==> config.mk <==
export PLATFORM = sky130hd
export DESIGN_NAME = majority_vote_arbiter_flat
export DESIGN_NICKNAME = d
export VERILOG_FILES = /design/src/rtl/majority_vote_arbiter_if.sv /design/src/rtl/majority_vote_arbiter.sv /design/src/flat_wrapper.sv
export SDC_FILE = /design/constraint.sdc
export NUM_CORES = 1
export LEC_CHECK = 0
export CAP_MARGIN = 10
export CORE_MARGIN = 2
export CORE_UTILIZATION = 49
export DETAILED_ROUTE_END_ITERATION = 8
export GPL_TIMING_DRIVEN = 0
export PLACE_DENSITY_LB_ADDON = 0.3
export SLEW_MARGIN = 20
export SYNTH_ARGS = -nofsm -noshare
export SYNTH_HDL_FRONTEND = slang
export SYNTH_SLANG_ARGS = --single-unit
==> constraint.sdc <==
create_clock -name clk -period 2.3 [get_ports clk]
set_clock_uncertainty 0.15 [all_clocks]
set_input_delay 0.46 -clock clk [delete_from_list [all_inputs] [get_ports clk]]
set_output_delay 0.46 -clock clk [all_outputs]
set_load 0.05 [all_outputs]
==> src/rtl/majority_vote_arbiter_if.sv <==
// majority_vote_arbiter_if
//   Bundles the two requester word ports and the result port of the shared
//   majority-vote engine.
//   Requester side : reqN_valid, reqN_data (to engine), reqN_ready (from engine)
//   Result side    : out_valid, out_id, out_count, out_result, busy (from engine),
//                    out_ready (to engine)
//   modport master : word sources / result consumer
//   modport slave  : the engine itself
interface majority_vote_arbiter_if #(
  parameter int WIDTH = 16
);
  localparam int CNT_W = $clog2(WIDTH + 1);

  logic             req0_valid;
  logic [WIDTH-1:0] req0_data;
  logic             req0_ready;
  logic             req1_valid;
  logic [WIDTH-1:0] req1_data;
  logic             req1_ready;
  logic             out_valid;
  logic             out_ready;
  logic             out_id;
  logic [CNT_W-1:0] out_count;
  logic             out_result;
  logic             busy;

  modport master (
    output req0_valid, req0_data, req1_valid, req1_data, out_ready,
    input  req0_ready, req1_ready, out_valid, out_id, out_count, out_result, busy
  );

  modport slave (
    input  req0_valid, req0_data, req1_valid, req1_data, out_ready,
    output req0_ready, req1_ready, out_valid, out_id, out_count, out_result, busy
  );
endinterface

==> src/rtl/majority_vote_arbiter.sv <==
// majority_vote_arbiter
//   Time-shared bit-serial ones counter serving two requesters. A round-robin
//   arbiter accepts one word in IDLE, the word is scanned LSB first at one bit
//   per cycle in SCAN, and the count plus majority decision (count >= THRESHOLD)
//   is held on the result port in HOLD until the consumer takes it.
//   Ports:
//     clk  : clock, rising edge
//     rst  : synchronous active-high reset
//     bus  : majority_vote_arbiter_if.slave (requester and result handshakes)
//   Parameters:
//     WIDTH     : word width
//     THRESHOLD : minimum ones count for a 1 decision (1..WIDTH)
module majority_vote_arbiter #(
  parameter int WIDTH     = 16,
  parameter int THRESHOLD = 9
) (
  input  logic                  clk,
  input  logic                  rst,
  majority_vote_arbiter_if.slave bus
);

  localparam int CNT_W = $clog2(WIDTH + 1);
  localparam int IDX_W = (WIDTH > 1) ? $clog2(WIDTH) : 1;
  localparam logic [CNT_W-1:0] THR      = CNT_W'(THRESHOLD);
  localparam logic [IDX_W-1:0] LAST_IDX = IDX_W'(WIDTH - 1);

  typedef enum logic [1:0] {
    IDLE,
    SCAN,
    HOLD
  } state_t;

  state_t state;
  state_t state_next;

  logic [WIDTH-1:0] shift_q;
  logic [CNT_W-1:0] count_q;
  logic [CNT_W-1:0] count_sum;
  logic [IDX_W-1:0] index_q;
  logic [CNT_W-1:0] out_count_q;
  logic             out_result_q;
  logic             out_id_q;
  logic             last_grant;
  logic             grant0;
  logic             grant1;
  logic             accept;
  logic             last_bit;

  // The shift register presents the current bit at position 0, so the
  // running sum always adds shift_q[0].
  assign count_sum = count_q + CNT_W'(shift_q[0]);
  assign last_bit  = (index_q == LAST_IDX);

  assign bus.out_count  = out_count_q;
  assign bus.out_result = out_result_q;
  assign bus.out_id     = out_id_q;

  always_ff @(posedge clk) begin
    if (rst) begin
      state <= IDLE;
    end else begin
      state <= state_next;
    end
  end

  always_comb begin
    state_next     = state;
    grant0         = 1'b0;
    grant1         = 1'b0;
    accept         = 1'b0;
    bus.req0_ready = 1'b0;
    bus.req1_ready = 1'b0;
    bus.out_valid  = 1'b0;
    bus.busy       = 1'b0;
    unique case (state)
      IDLE: begin
        // Under contention the requester that did not win last time is served.
        grant0         = bus.req0_valid && (!bus.req1_valid || last_grant);
        grant1         = bus.req1_valid && (!bus.req0_valid || !last_grant);
        bus.req0_ready = grant0;
        bus.req1_ready = grant1;
        accept         = grant0 || grant1;
        if (accept) begin
          state_next = SCAN;
        end
      end
      SCAN: begin
        bus.busy = 1'b1;
        if (last_bit) begin
          state_next = HOLD;
        end
      end
      HOLD: begin
        bus.busy      = 1'b1;
        bus.out_valid = 1'b1;
        if (bus.out_ready) begin
          state_next = IDLE;
        end
      end
      default: begin
        state_next = IDLE;
      end
    endcase
  end

  always_ff @(posedge clk) begin
    if (rst) begin
      shift_q      <= '0;
      count_q      <= '0;
      index_q      <= '0;
      last_grant   <= 1'b1;
      out_id_q     <= 1'b0;
      out_count_q  <= '0;
      out_result_q <= 1'b0;
    end else if (accept) begin
      shift_q    <= grant1 ? bus.req1_data : bus.req0_data;
      out_id_q   <= grant1;
      last_grant <= grant1;
      count_q    <= '0;
      index_q    <= '0;
    end else if (state == SCAN) begin
      shift_q <= shift_q >> 1;
      count_q <= count_sum;
      index_q <= index_q + IDX_W'(1);
      // Result registers change only on entry to HOLD, so they stay stable
      // through IDLE and SCAN of the next word.
      if (last_bit) begin
        out_count_q  <= count_sum;
        out_result_q <= (count_sum >= THR);
      end
    end
  end

endmodule
==> src/flat_wrapper.sv <==
// flat-port wrapper written by rule: the top's interface ports become plain ports
module majority_vote_arbiter_flat 
#(
  parameter int WIDTH     = 16,
  parameter int THRESHOLD = 9
)
  (clk, rst, bus_req0_valid, bus_req0_data, bus_req1_valid, bus_req1_data, bus_out_ready, bus_req0_ready, bus_req1_ready, bus_out_valid, bus_out_id, bus_out_count, bus_out_result, bus_busy);
  majority_vote_arbiter_if #(.WIDTH(WIDTH)) bus_i ();
  input  logic clk;
  input  logic rst;
  input wire logic [$bits(bus_i.req0_valid)-1:0] bus_req0_valid;
  input wire logic [$bits(bus_i.req0_data)-1:0] bus_req0_data;
  input wire logic [$bits(bus_i.req1_valid)-1:0] bus_req1_valid;
  input wire logic [$bits(bus_i.req1_data)-1:0] bus_req1_data;
  input wire logic [$bits(bus_i.out_ready)-1:0] bus_out_ready;
  output wire logic [$bits(bus_i.req0_ready)-1:0] bus_req0_ready;
  output wire logic [$bits(bus_i.req1_ready)-1:0] bus_req1_ready;
  output wire logic [$bits(bus_i.out_valid)-1:0] bus_out_valid;
  output wire logic [$bits(bus_i.out_id)-1:0] bus_out_id;
  output wire logic [$bits(bus_i.out_count)-1:0] bus_out_count;
  output wire logic [$bits(bus_i.out_result)-1:0] bus_out_result;
  output wire logic [$bits(bus_i.busy)-1:0] bus_busy;
  assign bus_i.req0_valid = bus_req0_valid;
  assign bus_i.req0_data = bus_req0_data;
  assign bus_i.req1_valid = bus_req1_valid;
  assign bus_i.req1_data = bus_req1_data;
  assign bus_i.out_ready = bus_out_ready;
  assign bus_req0_ready = bus_i.req0_ready;
  assign bus_req1_ready = bus_i.req1_ready;
  assign bus_out_valid = bus_i.out_valid;
  assign bus_out_id = bus_i.out_id;
  assign bus_out_count = bus_i.out_count;
  assign bus_out_result = bus_i.out_result;
  assign bus_busy = bus_i.busy;
  majority_vote_arbiter #(.WIDTH(WIDTH), .THRESHOLD(THRESHOLD)) u_core (.clk(clk), .rst(rst), .bus(bus_i));
endmodule
==> impl_metrics.yaml <==
global_route:
  grt_max_degree: 11
  grt.overflow.total: 0
  grt_antenna_before_repair: 0
  grt_pass1_wl_mm: 6.68
  grt_usage: 0.199
  grt_pass1_vias: 1511
pwr:
  combPwrFrac: 0.311
  swShare: 0.302
  p_int_mw: 1.14
  ir_drop_mv: 0.421
  power_mw: 1.63
  p_switching_uw: 492
  p_seq_frac: 0.423
  pwr_density_cell_mw_per_mm2: 640
  p_leak_nw: 1.09
  clockPowerShare: 0.265
critical_path:
  critical_path.max_fanout: 10
  cp_data_required_time_ps: 1690
  path_buf_inv: 5
  r2r_slack_ps: 400
  crit_path_start_kind: "input pin"
  end_kind: "primary output"
  critical_path.max_stage_delay_ps: 500
  path_cells: "clkdlybuf4s50_1, nand2_1, nand3_1, buf_6, buf_12, inv_1, buf_4"
  crit_type: "in -> out"
  critical_path.top_delay_family: "buffers and inverters"
  cpMaxStageDelayCell: "clkdlybuf4s50_1"
  critical_path_arrival_ps: 1620
detailed_routing:
  dr_total_vias: 1630
  wl_per_cell_um: 13.9
  ant_nets: 0
  drt_iter0_markers: 79
  drt-pass1-iter-count: 4
  via_per_inst: 5.42
  route.detailed.drc: 0
  finalWirelength_mm: 4.18
timing:
  fin_crit_sh: 0.970
  slew_headroom: 0.664
  hold_viol: 0
  setup_ws_ps: 68.1
  rsz0062_at_grt: "false"
  fmax_ghz: 0.448
  setup_tns_ps: 0
  hold_ws_ps: 253
  period_minus_slack_ps: 2230
  slew_viol_final: 0
  tightestPinTransition_ps: 503
  setup_violations: 0
placement:
  io_buffers: 46
  numPlacedInstances: 287
  pre_cts_slack_ps: -557
  place_hpwl_mm: 3.02
  placed_area_mm2: 0.00241
  gp_congestion: 0.831
clock_tree:
  cts_buffers: 5
  cts_sinks: 35
  clk_pin_slew_ps: 70
  clock_path_buffers: 2
  cts_hold_buf: 0
  clock_latency_ps: 290
  cts_root_buf: "clkbuf_8"
  htreeDepth: 2
  cts_tree: "built"
floorplan:
  die_area_mm2: 0.00437
  start_util: 0.512
  rows: 22
  die_h_um: 66.1
  io_pins: 48
  coreArea_mm2: 0.00369
  dieWidth_um: 66.1
logic_synthesis:
  synth_cells: 193
  synth_top_area_share: 0.371
  synth-seq-cells: 35
  synthTopCellsByArea: "dfxtp_1, a211oi_1, mux2i_1, ha_1, clkbuf_8"
  syn_area_mm2: 0.00189
  synth_nets: 237
  yosysTopAreaCell: "dfxtp_1"
  yosysWarningCount: 0
  yosysUniqueCellTypes: 30
  seq_area_frac_synth: 0.371
  syn_avg_cell_area_um2: 9.78
layout:
  finalNetCount: 296
  stdcell_count: 301
  design_area_mm2: 0.00255
  final_core_util: 0.691
  final_common_cell: "clkdlybuf4s50_1"
  syn2layout_area_growth_pct: 35.0
  mostFrequentLayoutCells: "clkdlybuf4s50_1, dfxtp_1, a211oi_1"
  antenna_cells: 0
  drive_above_1_share: 0.146
min_path:
  min-delay-path-class: "in -> reg"
flow_run:
  maxCapViolCount: 0
status:
  status: "finished clean"
## synth_stat cells
| cell | instances |
|---|---|
| dfxtp_1 | 35 |
| a211oi_1 | 32 |
| mux2i_1 | 20 |
| nor2_1 | 14 |
| a21oi_1 | 11 |
| nor2b_1 | 11 |
| ha_1 | 7 |
| nand2_1 | 7 |
| clkbuf_8 | 6 |
| nand3_1 | 6 |
| xor2_1 | 6 |
| and2b_2 | 5 |
| inv_1 | 5 |
| buf_6 | 4 |
| nand4_1 | 3 |
| nor3_1 | 3 |
| xnor2_1 | 3 |
| and3_1 | 2 |
| buf_2 | 2 |
| a211o_1 | 1 |
| a211oi_2 | 1 |
| a221oi_1 | 1 |
| and2b_1 | 1 |
| buf_12 | 1 |
| buf_8 | 1 |
| clkbuf_1 | 1 |
| clkbuf_2 | 1 |
| nand2b_1 | 1 |
| o31ai_1 | 1 |
| or2_1 | 1 |
## sequential cells by signal, summed over array words and instances, names as in the netlist
register / cells
u_core.bus.out_id: 1
u_core.index_q: 4
u_core.count_q: 5
u_core.shift_q: 16
u_core.bus.out_result: 1
u_core.state: 2
u_core.last_grant: 1
u_core.bus.out_count: 5
## cell families (layout without fill, tap and decap cells)
kind of cell,after synthesis,after routing,synth area share
compound gates,47,47,0.176
xor+xnor,9,9,0.0418
fa+ha+maj,7,7,0.0464
buf+inv,21,81,0.106
flops,35,35,0.371
mux,20,20,0.106
simple gates,54,54,0.152
## final cells by class
| cell class | count | area, µm² |
|---|---|---|
| Fill cell | 310 | 1140 |
| Multi-Input combinational cell | 137 | 1000 |
| Sequential cell | 35 | 702 |
| Timing Repair Buffer | 52 | 505 |
| Buffer | 16 | 181 |
| Clock buffer | 7 | 76.3 |
| Tap cell | 48 | 60.1 |
| Inverter | 5 | 18.8 |
| Clock inverter | 1 | 5.00 |
## power by group through the flow
stage / Clock [mW] / Sequential [mW] / Combinational (mW)
6_report: 0.433 / 0.691 / 0.507
5_1_grt: 0.466 / 0.696 / 0.549
4_1_cts: 0.437 / 0.690 / 0.490
3_5_place_dp: 0 / 0.703 / 0.488
3_3_place_gp: 0 / 0.701 / 0.479
2_1_floorplan: 0 / 0.700 / 0.344
## worst paths after layout
kind / from / end / cells after the start
worst max-delay path: bus_req0_valid / bus_req1_ready / 7
worst min-delay path: rst / u_core.shift_q[15]$_SDFFE_PP0P_ / 2
worst max register to register: u_core.state[1]$_SDFFE_PP0P_ / u_core.state[0]$_SDFFE_PP0P_ / 6
worst min register to register: u_core.bus.out_count[1]$_SDFFE_PP0P_ / u_core.bus.out_count[1]$_SDFFE_PP0P_ / 2
## routing by layer
metal,vias to the layer above,share of wire,track usage
met5,-,0,0
met4,0,0.022,0.0867
met1,774,0.44,0.232
met3,9,0.054,0.0443
li1,812,-,-
met2,35,0.48,0.348
## what timing repair did
action,CTS,global route
pin swaps,0,0
setup buffers,0,6
resized for setup,11,3
hold endpoints to repair,0,0
setup endpoints to repair,3,3
## worst register-to-register path, cell delays in order, from the launching register on
cell,delay (ps)
dfxtp_1,380
inv_1,110
ha_1,260
buf_2,220
a221oi_1,370
mux2i_1,240
nor2_1,60
No activity file was read; power rests on OpenSTA's default activity.
